$ cat src/rtl/arb_pkg.sv
// Shared constants for the RAM arbiter: FSM state encodings and default parameters.
package arb_pkg;

    localparam int ARB_NREQ_DEF     = 3;
    localparam int ARB_AW_DEF       = 8;
    localparam int ARB_DW_DEF       = 32;
    localparam int ARB_LOCK_MAX_DEF = 16;

    localparam logic [1:0] ST_IDLE  = 2'd0;
    localparam logic [1:0] ST_GRANT = 2'd1;
    localparam logic [1:0] ST_LOCK  = 2'd2;

endpackage

$ cat src/rtl/rr_picker.sv
// Combinational rotate-priority picker: one-hot winner searching from last_owner+1.
module rr_picker
    import arb_pkg::*;
#(
    parameter int NREQ = ARB_NREQ_DEF,
    parameter int IW   = (NREQ > 1) ? $clog2(NREQ) : 1
) (
    input  logic [NREQ-1:0] req,
    input  logic [IW-1:0]   last_owner,
    output logic [NREQ-1:0] winner
);

    always_comb begin
        int unsigned idx;
        logic        found;
        winner = '0;
        found  = 1'b0;
        idx    = 0;
        // Offset NREQ wraps back to last_owner itself, so it is checked last.
        for (int unsigned off = 1; off <= NREQ; off++) begin
            idx = 32'(last_owner) + off;
            if (idx >= NREQ) idx = idx - NREQ;
            if (!found && req[idx]) begin
                winner[idx] = 1'b1;
                found       = 1'b1;
            end
        end
    end

endmodule

$ cat src/rtl/ram_arbiter.sv
// Round-robin single-port RAM arbiter with burst lock and 1-cycle registered grant.
// Optional macro ARB_FETCH_PRIO_EN gives requester 0 (CPU fetch) absolute priority.
module ram_arbiter
    import arb_pkg::*;
#(
    parameter int NREQ     = ARB_NREQ_DEF,
    parameter int AW       = ARB_AW_DEF,
    parameter int DW       = ARB_DW_DEF,
    parameter int LOCK_MAX = ARB_LOCK_MAX_DEF
) (
    input  logic              clk,
    input  logic              reset,
    input  logic [NREQ-1:0]   req,
    input  logic [NREQ-1:0]   lock,
    input  logic [NREQ*AW-1:0] addr,
    input  logic [NREQ-1:0]   we,
    input  logic [NREQ*DW-1:0] wdata,
    output logic [NREQ-1:0]   gnt,
    output logic [NREQ-1:0]   rvalid,
    output logic [DW-1:0]     rdata,
    output logic              mem_en,
    output logic              mem_we,
    output logic [AW-1:0]     mem_addr,
    output logic [DW-1:0]     mem_wdata,
    input  logic [DW-1:0]     mem_rdata,
    output logic              busy
);

    localparam int IW = (NREQ > 1) ? $clog2(NREQ) : 1;
    localparam int CW = $clog2(LOCK_MAX + 1);

    logic [1:0]      state_q, state_d;
    logic [NREQ-1:0] gnt_q, gnt_d;
    logic [NREQ-1:0] rvalid_q, rvalid_d;
    logic [IW-1:0]   owner_q, owner_d;
    logic [CW-1:0]   cnt_q, cnt_d;
    logic [NREQ-1:0] pick_req, pick_win;
    logic [IW-1:0]   pick_idx;
    logic            hold;

    always_comb begin
        pick_req = req;
`ifdef ARB_FETCH_PRIO_EN
        if (req[0]) begin
            pick_req    = '0;
            pick_req[0] = 1'b1;
        end
`endif
    end

    rr_picker #(.NREQ(NREQ), .IW(IW)) u_picker (
        .req        (pick_req),
        .last_owner (owner_q),
        .winner     (pick_win)
    );

    always_comb begin
        pick_idx = '0;
        for (int unsigned i = 0; i < NREQ; i++)
            if (pick_win[i]) pick_idx = IW'(i);
    end

    // cnt_q holds the number of consecutive grants to owner_q minus one.
    always_comb begin
        hold = (state_q != ST_IDLE) && req[owner_q] && lock[owner_q]
               && (cnt_q < CW'(LOCK_MAX - 1));
`ifdef ARB_FETCH_PRIO_EN
        if (req[0] && (owner_q != '0)) hold = 1'b0;
`endif
    end

    always_comb begin
        state_d = ST_IDLE;
        gnt_d   = '0;
        owner_d = owner_q;
        cnt_d   = '0;
        if (hold) begin
            state_d = ST_LOCK;
            gnt_d   = gnt_q;
            cnt_d   = cnt_q + 1'b1;
        end else if (|req) begin
            state_d = ST_GRANT;
            gnt_d   = pick_win;
            owner_d = pick_idx;
            if ((state_q != ST_IDLE) && (pick_idx == owner_q))
                cnt_d = (cnt_q == CW'(LOCK_MAX)) ? cnt_q : cnt_q + 1'b1;
        end
    end

    assign rvalid_d = gnt_q & req & ~we;

    always_ff @(posedge clk or negedge reset) begin
        if (!reset) begin
            state_q  <= ST_IDLE;
            gnt_q    <= '0;
            rvalid_q <= '0;
            owner_q  <= IW'(NREQ - 1);
            cnt_q    <= '0;
        end else begin
            state_q  <= state_d;
            gnt_q    <= gnt_d;
            rvalid_q <= rvalid_d;
            owner_q  <= owner_d;
            cnt_q    <= cnt_d;
        end
    end

    always_comb begin
        mem_en    = 1'b0;
        mem_we    = 1'b0;
        mem_addr  = '0;
        mem_wdata = '0;
        for (int unsigned i = 0; i < NREQ; i++) begin
            if (gnt_q[i]) begin
                mem_en    = req[i];
                mem_we    = we[i] & req[i];
                mem_addr  = addr[i*AW +: AW];
                mem_wdata = wdata[i*DW +: DW];
            end
        end
    end

    assign gnt    = gnt_q;
    assign rvalid = rvalid_q;
    assign rdata  = mem_rdata;
    assign busy   = (state_q != ST_IDLE);

endmodule

$ cat config.mk
export PLATFORM = sky130hd
export DESIGN_NAME = ram_arbiter
export DESIGN_NICKNAME = d
export VERILOG_FILES = /design/src/rtl/arb_pkg.sv /design/src/rtl/rr_picker.sv /design/src/rtl/ram_arbiter.sv
export SDC_FILE = /design/constraint.sdc
export NUM_CORES = 1
export LEC_CHECK = 0
export CORE_MARGIN = 10
export CORE_UTILIZATION = 25
export CTS_CLUSTER_DIAMETER = 50
export DETAILED_ROUTE_END_ITERATION = 8
export PLACE_DENSITY = 0.88
export SYNTH_ARGS = -nofsm -noshare
export SYNTH_HDL_FRONTEND = slang
export SYNTH_SLANG_ARGS = --single-unit
$ cat constraint.sdc
create_clock -name clk -period 2.25 [get_ports clk]
set_input_delay 0.45 -clock clk [delete_from_list [all_inputs] [get_ports clk]]
set_output_delay 0.45 -clock clk [all_outputs]
set_load 0.02 [all_outputs]
== Yosys cells after proc, flatten, opt, wreduce, memory -nomap -nowiden ==
Index checks and enable logic that the tools add are counted.
Word-level totals
  flip-flop bits (word level): 15
  bits in latches: 0
  bits in writable memories: 0
  memory bits (read-only): 0
  bits of input ports: 163
  logic and storage cells: 94
  memories kept: 0
Cells by class
  add/subtract/negate cells: 7
  $mul: 0
  divide/modulo/power cells: 0
  $lt $le $gt $ge: 11
  eq/ne operators: 3
  shift operators: 0
  mux-type cells: 45
  bitwise operators: 9
  reduce and logical (&&, ||, !) cells: 14
Operators with widths (count)
  $mux 32: 6
  $ge 32x1->1 const B: 3
  $ge 32x2->1 const B: 3
  $lt 32x3->1 const B: 3
  $sub 32x2->32 const B: 3
  $mux 8: 3
  $mux 5: 4
  $mux 1: 18
  $mux 3: 4
  $bmux 1 s2: 5
  $logic_and 1x1->1: 9
  $add 2x2->3 const B: 2
  $and 3x3->3: 2
  $demux 1 s2: 3
  $or 3x3->3: 2
  $add 5x1->5 const B: 1
  $eq 5x5->1 const B: 1
  $lt 5x4->1 const B: 1
  $mux 2: 2
  $ne 4x4->1 const B: 1
  $add 2x1->3 const B: 1
  $and 1x1->1: 3
  $lt 2x3->1 const B: 1
  $not 3->3: 1
  other kinds (6): 7

== Logic depth before layout (Yosys ltp) ==
Gate-level depths: netlist of the first run.
  word-level depth: 19
  depth in mapped cells: 10

== Cells and area by module ==
From an unflattened synthesis of the first run, not the netlist that was laid out.
Unflattened totals
  cells, all modules: 282
  area total of the unflattened synthesis: 2004.4 um^2
By module, submodules not included
  ram_arbiter: instances 1, cells an instance 247, area an instance 1745.4 um^2
  rr_picker: instances 1, cells an instance 35, area an instance 259.0 um^2

== Least setup slack after synthesis of the first run ==
OpenSTA, ideal clock, no wires.
  path kind: register to output
  from: register gnt_q[1], in the netlist gnt[1]
  to: output port mem_addr[0]
  data arrival time: 1.992 ns
  path slack: -0.192 ns
  cell stages (with the launch flop): 7
  path buffers: 3
  cells stage by stage: dfrtp_1 -> clkbuf_1 -> nor2b_1 -> clkbuf_1 -> buf_1 -> a22oi_1 -> o21ai_0
On the way
  cells in the longest elaborated chain, start to end: 2
RTL lines
  start, declared: RTL line ram_arbiter.sv:33  | logic [NREQ-1:0] gnt_q, gnt_d;
  start signal, assigned: RTL line ram_arbiter.sv:101  | gnt_q <= gnt_d;
  $mux 8 (2 in a row): RTL line ram_arbiter.sv:114  | if (gnt_q[i]) begin
  end, declared: RTL line ram_arbiter.sv:23  | output logic [AW-1:0] mem_addr,
Every way passes these cells.

== Final worst setup path of the first run ==
  from: input port req[0]
  to: register cnt_q[0]
On the way
  cells in the longest elaborated chain, start to end: 16
RTL lines
  start, declared: RTL line ram_arbiter.sv:13  | input logic [NREQ-1:0] req,
  $bmux 1 s2: RTL line rr_picker.sv:23  | if (!found && req[idx]) begin
  $mux 1 (implied by the code): RTL line rr_picker.sv:23
  $mux 1: RTL line rr_picker.sv:23
  $logic_not 1->1: RTL line rr_picker.sv:23
  $logic_and 1x1->1: RTL line rr_picker.sv:23
  $mux 1: RTL line rr_picker.sv:23
  $logic_not 1->1: RTL line rr_picker.sv:23
  $logic_and 1x1->1: RTL line rr_picker.sv:23
  $mux 3: RTL line rr_picker.sv:23
  $mux 1: RTL line ram_arbiter.sv:60  | if (pick_win[i]) pick_idx = IW'(i);
  $mux 2: RTL line ram_arbiter.sv:60
  $eq 2x2->1: RTL line ram_arbiter.sv:85  | if ((state_q != ST_IDLE) && (pick_idx == owner_q))
  $logic_and 1x1->1: RTL line ram_arbiter.sv:85
  $mux 5: RTL line ram_arbiter.sv:85
  $mux 5: RTL line ram_arbiter.sv:81  | end else if (|req) begin
  $mux 5: RTL line ram_arbiter.sv:77  | if (hold) begin
  end signal, assigned: RTL line ram_arbiter.sv:104  | cnt_q <= cnt_d;
  end, declared: RTL line ram_arbiter.sv:36  | logic [CW-1:0] cnt_q, cnt_d;
Parallel ways exist; a longest one is shown, timed or not. The select of a mux whose other input is x is not followed.
A chain may end at the register's enable or synchronous reset.

==> out/metrics.cfg, run 1 <==
[outcome]
outcome=finished, final reports clean

[grt]
grt_remaining_overflow=0
grt_pass1_wl_mm=16.0
use_met2_pct=28.7
antenna_found_initial=0
met3_usage_pct=4.22
grtUsageMet1_pct=16.4
grt_pass1_vias=2833
grt_max_degree=48
grt_busiest_layer=met2
grt_usage_pct=15.5

[drt]
first_pass_iters=4
routed_wl_mm=10.3
num_vias=2729
drcViolationCount=0
avgRoutedWirePerCell_um=18.7
vias_per_cell=4.95
antenna_left=0
dr.first_iter.drc_count=209

[floorplanning]
io_pins=244
dieArea_um2=12300
die_w_um=111
start_util_pct=25.4
core_um2=8130
num_rows=33
die_h_um=111

[yosys]
synth_cells=288
yosysSeqAreaShare_pct=18.2
syn-num-nets=458
ys_ff_latch=15
ys_types=49
avgSynthCellArea_um2=7.18
synth_area_um2=2070
synth_edf_count=0
async_reset_ff_share_pct=100
synth_flop_cell=dfrtp_1
ys_warn_count=0

[cts]
clk_pin_slew_ns=0.06
hold_buffers=0
insertion_delay_ns=0.25
cts.sinks=15
clockBufferDepth=2
cts_buffers=3
cts_root_buf=clkbuf_8
cts_tree=built
cts-htree-levels=1

[timing]
finalHoldViolCount=0
finalWorstSetupSlack_ns=0.0233
slew_violations=0
fin_crit_sh_pct=99.0
fin_tns_setup_ns=0
relSlewSlack_pct=55.1
worst_pin_slew_ns=0.672
fmax_mhz=449
period_needed_ns=2.23
fin_worst_skew_ns=0.00431
rsz0062_at_grt=yes
setup_viol=0

[pwr]
power_w=0.00396
ir_worst_vdd_v=0.000428
leakagePower_nw=1.63
power_density_nw_per_um2=1000

[layout]
final_area_um2=3960
drive_gt1_share_pct=15.2
antenna_cells=0
post-route-util_pct=48.7
nets=617
synthToLayoutAreaGrowth_pct=91.5

[critical_path]
reg2reg_from=owner_q[1]$_DFFE_PN1P_
critical_path_class=in -> reg
end_kind=register
r2r_slack_ns=0.04
worstPathMaxFanout=7
worstPathArrival_ns=2.34
critPathLaunchType=input pin
worstReg2RegEnd=cnt_q[0]$_DFFE_PN0P_
rr_worst_depth=8
required_ns=2.36

[hold_path]
hp-start=cnt_q[0]$_DFFE_PN0P_
holdPathEnd=cnt_q[0]$_DFFE_PN0P_
whs_path_depth=1
hold_class=reg -> reg

[placed_design]
dp_worst_setup_slack_ns=-0.315
placed_cell_area_um2=3930
portBuffers=179
place_congestion=0.921
dp_hpwl_mm=8.83

[run]
max_cap_violations=0

through the flow:
stage | hold slack [ns] | instances
final | 0.529 | 551
after global routing | 0.561 | 551
after CTS | 0.538 | 549
after detailed placement | 0.515 | 545
after global placement | 0.501 | 545
after floorplan | 0.154 | 288
registers in the layout, indices dropped and copies added, names as in the netlist:
name / flops
gnt: 3
state_q: 2
cnt_q: 5
owner_q: 2
rvalid: 3
report_power, final:
part	switching [W]	internal, W
logic	0.00188	0.00146
clock network	0.0000925	0.000125
registers	0.0000571	0.000348
repair_timing:
action | in CTS | in global routing
setup endpoints to repair | 48 | 14
pin swaps | 2 | 2
setup buffers | 0 | 2
gates resized for setup | 50 | 25
cell usage after synthesis (2+ instances only):
library cell   n  area, um^2
buf_2          2        10.0
o21a_1         3        22.5
ha_1           7        87.6
nor2_1        10        37.5
clkbuf_1      17        63.8
a21oi_1        7        35.0
o21ai_0       44         220
nand3_1        5        25.0
and3_1         3        18.8
buf_4         33         248
nor2b_1        4        25.0
xnor2_1        2        17.5
o31ai_1        3        22.5
a22oi_1       39         293
inv_1         10        37.5
nor3b_1        2        15.0
mux2i_1        2        20.0
dfrtp_1       14         350
o31ai_4        2        42.5
o22ai_1        2        12.5
nor3_1         2        10.0
nand2_1       48         180
layout by cell type (no fill, tap or decap), types with 2 or more instances in the layout:
| cell | n |
|---|---|
| buf_4 | 26 |
| nor3b_1 | 2 |
| inv_2 | 3 |
| xnor2_1 | 2 |
| nand3_1 | 5 |
| dlygate4sd2_1 | 34 |
| o22ai_1 | 2 |
| and3_1 | 3 |
| nand2_1 | 48 |
| o31ai_1 | 3 |
| inv_1 | 8 |
| ha_1 | 4 |
| mux2i_1 | 2 |
| a21oi_1 | 6 |
| a22oi_1 | 39 |
| o21ai_0 | 34 |
| nor3_1 | 2 |
| o31ai_4 | 2 |
| nor2_1 | 10 |
| o21a_1 | 3 |
| buf_12 | 3 |
| clkbuf_8 | 3 |
| nor2b_1 | 3 |
| clkbuf_2 | 6 |
| clkdlybuf4s50_1 | 135 |
| ha_4 | 2 |
| dfrtp_1 | 13 |
| o21ai_2 | 10 |
metal layers:
layer	vias up	routed length [um]	share of wire, %
met5	-	0	0
met4	0	239	2.3
met3	24	807	7.8
met2	118	5500	53
met1	1260	3750	36
li1	1327	-	-
worst max-delay path by stage:
stage                            from                   end
2_1_floorplan  owner_q[1]$_DFFE_PN1P_  cnt_q[2]$_DFFE_PN0P_
3_3_place_gp                   req[0]                mem_we
3_5_place_dp                   req[0]                mem_we
4_1_cts        owner_q[1]$_DFFE_PN1P_  cnt_q[4]$_DFFE_PN0P_
5_1_grt        owner_q[1]$_DFFE_PN1P_  cnt_q[3]$_DFFE_PN0P_
6_report                       req[0]  cnt_q[0]$_DFFE_PN0P_
kinds of logic after synthesis:
family                     after synthesis  share of synthesized area (%)
AOI/OAI and AO/OA                      111                           36.4
and+or+nand+nor                         83                           19.4
buffers and inverters                   65                           18.3
DFF                                     15                           18.2
adders and majority gates                7                           4.23
muxes                                    4                           2.24
xor gates and xnor gates                 3                           1.27
area by class of cell:
type                            count  area, um^2
Timing Repair Buffer              208        1970
Sequential cell                    15         378
Inverter                           11        41.3
Clock buffer                        4        45.0
Multi-Input combinational cell    208        1390
Fill cell                         783        4170
Tap cell                          105         131
critical path: stages:
cell and delay, ns:
clkdlybuf4s50_1 0.45, buf_4 0.18, mux2_4 0.28, a21oi_4 0.19, o31ai_4 0.11, o2111a_1 0.27
o31ai_4 0.29, o22ai_1 0.11
Power figures use the tool's default switching activity.
==> inputs of run 2 (changes only) <==
--- a/config.mk
+++ b/config.mk
@@ -5,11 +5,11 @@
 export SDC_FILE = /design/constraint.sdc
 export NUM_CORES = 1
 export LEC_CHECK = 0
-export CORE_MARGIN = 10
-export CORE_UTILIZATION = 25
+export CORE_AREA = 2 2 94 96
 export CTS_CLUSTER_DIAMETER = 50
 export DETAILED_ROUTE_END_ITERATION = 8
-export PLACE_DENSITY = 0.88
+export DIE_AREA = 0 0 96 98
+export PLACE_DENSITY = 0.87
 export SYNTH_ARGS = -nofsm -noshare
 export SYNTH_HDL_FRONTEND = slang
 export SYNTH_SLANG_ARGS = --single-unit
==> out/metrics.cfg, run 2 (synthesized netlist as in run 1, its figures left out) <==
[outcome]
outcome=finished, final reports clean  ; unchanged

[drt]
vias_per_cell=4.96  ; was 4.95
avgRoutedWirePerCell_um=15.5  ; was 18.7 um
routed_wl_mm=8.61  ; was 10.3 mm
drcViolationCount=0  ; unchanged
num_vias=2762  ; was 2729
antenna_left=0  ; unchanged
dr.first_iter.drc_count=135  ; was 209
first_pass_iters=5  ; was 4

[timing]
fmax_mhz=447  ; was 449 MHz
relSlewSlack_pct=54.6  ; was 55.1%
fin_crit_sh_pct=99.5  ; was 99.0%
finalWorstSetupSlack_ns=0.0116  ; was 0.0233 ns
rsz0062_at_grt=yes  ; unchanged
setup_viol=0  ; unchanged
fin_worst_skew_ns=0.00440  ; was 0.00431 ns
worst_pin_slew_ns=0.679  ; was 0.672 ns
period_needed_ns=2.24  ; was 2.23 ns
finalHoldViolCount=0  ; unchanged
slew_violations=0  ; unchanged

[floorplanning]
dieArea_um2=9410  ; was 12300 um^2
io_pins=244  ; unchanged
die_w_um=96  ; was 111 um
num_rows=34  ; was 33
die_h_um=98  ; was 111 um
start_util_pct=24.4  ; was 25.4%
core_um2=8470  ; was 8130 um^2

[critical_path]
rr_worst_depth=8  ; unchanged
end_kind=register  ; unchanged
critical_path_class=reg -> reg  ; was in -> reg
worstPathArrival_ns=2.35  ; was 2.34 ns
critPathLaunchType=register  ; was input pin
required_ns=2.36  ; about the same
worstPathMaxFanout=5  ; was 7

[cts]
cts.sinks=15  ; unchanged
clockBufferDepth=2  ; unchanged
cts_buffers=3  ; unchanged
cts-htree-levels=1  ; unchanged
clk_pin_slew_ns=0.06  ; about the same
cts_tree=built  ; unchanged
hold_buffers=0  ; unchanged
insertion_delay_ns=0.24  ; was 0.25 ns
cts_root_buf=clkbuf_8  ; unchanged

[layout]
regMostFlops=cnt_q  ; unchanged
final_common_cell=clkdlybuf4s50_1  ; unchanged
largest_reg_flops=5  ; unchanged
final_cell_mix=clkdlybuf4s50_1 (134), nand2_1 (48), a22oi_1 (39), o21ai_0 (34), buf_4 (27)  ; was clkdlybuf4s50_1 (135), nand2_1 (48), a22oi_1 (39), o21ai_0 (34), dlygate4sd2_1 (34)
post-route-util_pct=46.9  ; was 48.7%
antenna_cells=0  ; unchanged
final_area_um2=3970  ; was 3960 um^2
fin_cells=557  ; was 551
synthToLayoutAreaGrowth_pct=92.0  ; was 91.5%
drive_gt1_share_pct=18.7  ; was 15.2%
nets=620  ; was 617

[grt]
grt_max_degree=28  ; was 48
grt_pass1_wl_mm=12.8  ; was 16.0 mm
grt_usage_pct=16.7  ; was 15.5%
grt_pass1_vias=2728  ; was 2833
antenna_found_initial=0  ; unchanged
grt_remaining_overflow=0  ; unchanged

[pwr]
power_w=0.00398  ; was 0.00396 W
power_density_nw_per_um2=1000  ; about the same
ir_worst_vdd_v=0.000400  ; was 0.000428 V
leakagePower_nw=1.64  ; was 1.63 nW

[run]
max_cap_violations=0  ; unchanged

[hold_path]
hold_class=reg -> reg  ; unchanged
whs_path_depth=1  ; unchanged

[placed_design]
portBuffers=179  ; unchanged
dp_hpwl_mm=7.01  ; was 8.83 mm
place_congestion=0.898  ; was 0.921
dp_worst_setup_slack_ns=-0.370  ; was -0.315 ns
dp_cells=551  ; was 545
placed_cell_area_um2=3970  ; was 3930 um^2

==> run 2: changes by cell type in the layout (fill, tap and decap cells not counted), sizes merged <==
cell,change
dlymetal6s2s,+2
clkdlybuf4s50,-1
clkbuf,+10
clkinv,+1
buf,+2
dlygate4sd1,+1
dlygate4sd2,-16
clkdlybuf4s15,+4
==> run 2: timing repair <==
item	CTS	global route
hold endpoints to repair	0	0
setup endpoints to repair	48	33
pin swaps	2	3
gates resized for setup	54	65
setup buffers	0	2
cloned	0	0
==> run 2: per-stage QoR <==
step           hold slack (ns)  setup TNS [ns]
6_report                 0.554               0
5_1_grt                  0.573          -0.240
4_1_cts                  0.547               0
3_5_place_dp             0.536           -2.73
3_3_place_gp             0.509           -2.14
2_1_floorplan            0.154               0
==> run 2: routing by layer <==
| metal | wire length, um | vias to the layer above | track usage [%] |
|---|---|---|---|
| met5 | 0 | - | 0 |
| met4 | 150 | 0 | 3.96 |
| met3 | 812 | 18 | 3.40 |
| met2 | 4300 | 147 | 29.3 |
| met1 | 3350 | 1269 | 20.6 |
| li1 | - | 1328 | - |
==> run 2: power by group <==
part           internal, W  switching (W)  total [W]
Combinational      0.00148        0.00185    0.00333
Clock             0.000122      0.0000923   0.000215
Sequential        0.000350      0.0000882   0.000438
Total              0.00195        0.00203    0.00398
==> run 2: final cells by class <==
type / instances / area [um^2]
fill: 780 / 4490
clock inverter: 1 / 5.00
sequential: 15 / 379
inverter: 11 / 41.3
timing repair buffer: 211 / 1970
tap: 108 / 135
clock buffer: 3 / 41.3
multi-input combinational: 208 / 1400
==> run 2: critical path: stages, from the launching register on <==
cell      delay [ns]
dfstp_2         0.55
inv_2           0.06
ha_2            0.19
mux2_4          0.31
a21oi_4         0.18
o31ai_4         0.11
o2111a_1        0.28
o31ai_4         0.29
o22ai_1         0.12
==> run 2: path summary, 6_finish.rpt <==
check	startpoint	end	slack (ns)
setup reg to reg	owner_q[1]$_DFFE_PN1P_	cnt_q[0]$_DFFE_PN0P_	0.01
hold reg to reg	cnt_q[0]$_DFFE_PN0P_	cnt_q[0]$_DFFE_PN0P_	0.55
setup / recovery	owner_q[1]$_DFFE_PN1P_	cnt_q[0]$_DFFE_PN0P_	0.01
max in group asynchronous	reset	gnt[2]$_DFFE_PN0N_	1.16
min in group asynchronous	reset	state_q[1]$_DFF_PN0_	0.62
hold / removal	cnt_q[0]$_DFFE_PN0P_	cnt_q[0]$_DFFE_PN0P_	0.55
==> inputs of run 3 (changes only) <==
--- a/config.mk
+++ b/config.mk
@@ -9,7 +9,7 @@
 export CTS_CLUSTER_DIAMETER = 50
 export DETAILED_ROUTE_END_ITERATION = 8
 export DIE_AREA = 0 0 96 98
-export PLACE_DENSITY = 0.87
+export PLACE_DENSITY = 0.84
 export SYNTH_ARGS = -nofsm -noshare
 export SYNTH_HDL_FRONTEND = slang
 export SYNTH_SLANG_ARGS = --single-unit
==> constraint.sdc (replaced) <==
create_clock -name clk -period 2.76 [get_ports clk]
set_input_delay 0.552 -clock clk [delete_from_list [all_inputs] [get_ports clk]]
set_output_delay 0.552 -clock clk [all_outputs]
set_load 0.02 [all_outputs]
==> out/metrics.cfg, run 3 (synthesized netlist as in run 1, its figures left out) <==
[outcome]
outcome=finished, final reports clean  ; unchanged

[timing]
fmax_mhz=380
period_needed_ns=2.63
worst_pin_slew_ns=0.700  ; was 0.679 ns
finalWorstSetupSlack_ns=0.127  ; was 0.0116 ns
fin_crit_sh_pct=95.4
setup_viol=0  ; unchanged
slew_violations=0  ; unchanged
fin_worst_skew_ns=0.00285  ; was 0.00440 ns
relSlewSlack_pct=53.2  ; was 54.6%
finalHoldViolCount=0  ; unchanged

[cts]
cts_buffers=3  ; unchanged
clk_pin_slew_ns=0.06  ; about the same
cts_root_buf=clkbuf_8  ; unchanged
cts.sinks=15  ; unchanged
clockBufferDepth=2  ; unchanged
insertion_delay_ns=0.25  ; was 0.24 ns
cts_tree=built  ; unchanged
cts_setup_buffers=0  ; unchanged
cts-htree-levels=1  ; unchanged

[grt]
grt_pass1_wl_mm=12.1  ; was 12.8 mm
antenna_found_initial=0  ; unchanged
grt_usage_pct=15.9  ; was 16.7%
grt_max_degree=61  ; was 28
grt_pass1_vias=2674  ; was 2728
grt_remaining_overflow=0  ; unchanged

[critical_path]
cpPeakStageDelay_ns=0.64  ; was 0.55 ns
crit_buf_inv=2  ; was 1
crit_slowest_cell=clkdlybuf4s50_1  ; was dfstp_2
worstPathMaxFanout=37  ; was 5
critical_path_class=reg -> out  ; was reg -> reg
path_delay_family=buffers and inverters  ; was compound AO/OA/AOI/OAI gates
end_kind=primary output  ; was register
crit_chain=nor2b_2 > buf_12 > a22oi_1 > o21ai_0 > clkdlybuf4s50_1  ; was inv_2 > ha_2 > mux2_4 > a21oi_4 > o31ai_4 > o2111a_1 > o31ai_4 > o22ai_1
critPathLaunchType=register  ; unchanged
required_ns=2.21  ; was 2.36 ns
worstPathArrival_ns=2.08  ; was 2.35 ns

[layout]
regMostFlops=cnt_q  ; unchanged
final_area_um2=3820  ; was 3970 um^2
drive_gt1_share_pct=6.07  ; was 18.7%
nets=599  ; was 620
final_common_cell=clkdlybuf4s50_1  ; unchanged
fin_cells=536  ; was 557
largest_reg_flops=5  ; unchanged
synthToLayoutAreaGrowth_pct=84.6  ; was 92.0%
final_cell_mix=clkdlybuf4s50_1 (176), nand2_1 (48), o21ai_0 (44), a22oi_1 (39), dfrtp_1 (13)  ; was clkdlybuf4s50_1 (134), nand2_1 (48), a22oi_1 (39), o21ai_0 (34), buf_4 (27)
antenna_cells=0  ; unchanged

[pwr]
power_density_nw_per_um2=828  ; was 1000 nW/um^2
leakagePower_nw=1.43  ; was 1.64 nW
ir_worst_vdd_v=0.000328  ; was 0.000400 V
power_w=0.00316  ; was 0.00398 W

[drt]
routed_wl_mm=8.15  ; was 8.61 mm
antenna_left=0  ; unchanged
first_pass_iters=5  ; unchanged
dr.first_iter.drc_count=89  ; was 135
drcViolationCount=0  ; unchanged
avgRoutedWirePerCell_um=15.2  ; was 15.5 um
num_vias=2657  ; was 2762
vias_per_cell=4.96  ; about the same

[hold_path]
hold_class=reg -> reg  ; unchanged

[floorplanning]
start_util_pct=24.4  ; unchanged
die_h_um=98  ; unchanged
core_um2=8470  ; unchanged
die_w_um=96  ; unchanged
dieArea_um2=9410  ; unchanged
num_rows=34  ; unchanged
io_pins=244  ; unchanged

[placed_design]
portBuffers=179  ; unchanged
dp_worst_setup_slack_ns=-0.0508  ; was -0.370 ns
place_congestion=0.801  ; was 0.898
dp_cells=532  ; was 551
dp_hpwl_mm=6.61  ; was 7.01 mm
placed_cell_area_um2=3770  ; was 3970 um^2

[run]
max_cap_violations=0  ; unchanged

==> run 3: cell types whose count changed in the layout (fill, tap and decap cells not counted), sizes merged <==
cell and delta:
clkinv -1, dlygate4sd1 -1, dlygate4sd2 -16, buf -22
clkdlybuf4s50 +42, clkdlybuf4s15 -5, clkbuf -16, dlymetal6s2s -2
==> run 3: path summary, 6_finish.rpt <==
path,cells after the start,slack [ns],from,endpoint
worst max-delay path,5,0.13,gnt[1]$_DFFE_PN0N_,mem_wdata[20]
worst min-delay path,1,0.52,cnt_q[0]$_DFFE_PN0P_,cnt_q[0]$_DFFE_PN0P_
worst max register to register,8,0.17,owner_q[1]$_DFFE_PN1P_,cnt_q[0]$_DFFE_PN0P_
worst min register to register,1,0.52,cnt_q[0]$_DFFE_PN0P_,cnt_q[0]$_DFFE_PN0P_
max in group asynchronous,1,1.55,reset,gnt[2]$_DFFE_PN0N_
min in group asynchronous,1,0.72,reset,gnt[0]$_DFFE_PN0N_
==> run 3: final cells by class <==
type / count / area, um^2
fillers: 800 / 4650
repair buffers: 190 / 1900
multi-input cells: 208 / 1320
flip-flops and latches: 15 / 378
well taps: 108 / 135
clock buffers: 4 / 45.0
inverters: 11 / 41.3
==> run 3: repair_timing <==
action,CTS,global route
hold endpoints to repair,0,0
resized for setup,2,2
endpoints found under the setup margin,2,6
hold buffers,0,0
==> run 3: where the power goes <==
group	leakage [nW]	internal (W)	switching, W
clock	0.0228	0.000102	0.0000795
combinational	1.22	0.00123	0.00142
sequential	0.193	0.000284	0.0000478
total	1.43	0.00161	0.00155
==> run 3: layer usage <==
layer / track usage, % / up-vias / part of all wire [%]
met3: 3.16 / 21 / 8.9
li1: - / 1278 / -
met1: 18.0 / 1228 / 39
met2: 28.9 / 130 / 50
met5: 0 / - / 0
met4: 5.38 / 0 / 2.0
==> run 3: through the flow <==
step | TNS [ns] | util, % | hold WS [ns]
final | 0 | 45.1 | 0.523
after detailed placement | -0.0853 | 44.5 | 0.515
after global placement | -0.0420 | 44.5 | 0.503
after global routing | -0.00121 | 45.1 | 0.549
after CTS | 0 | 45.0 | 0.524
after floorplan | 0 | - | 0.256
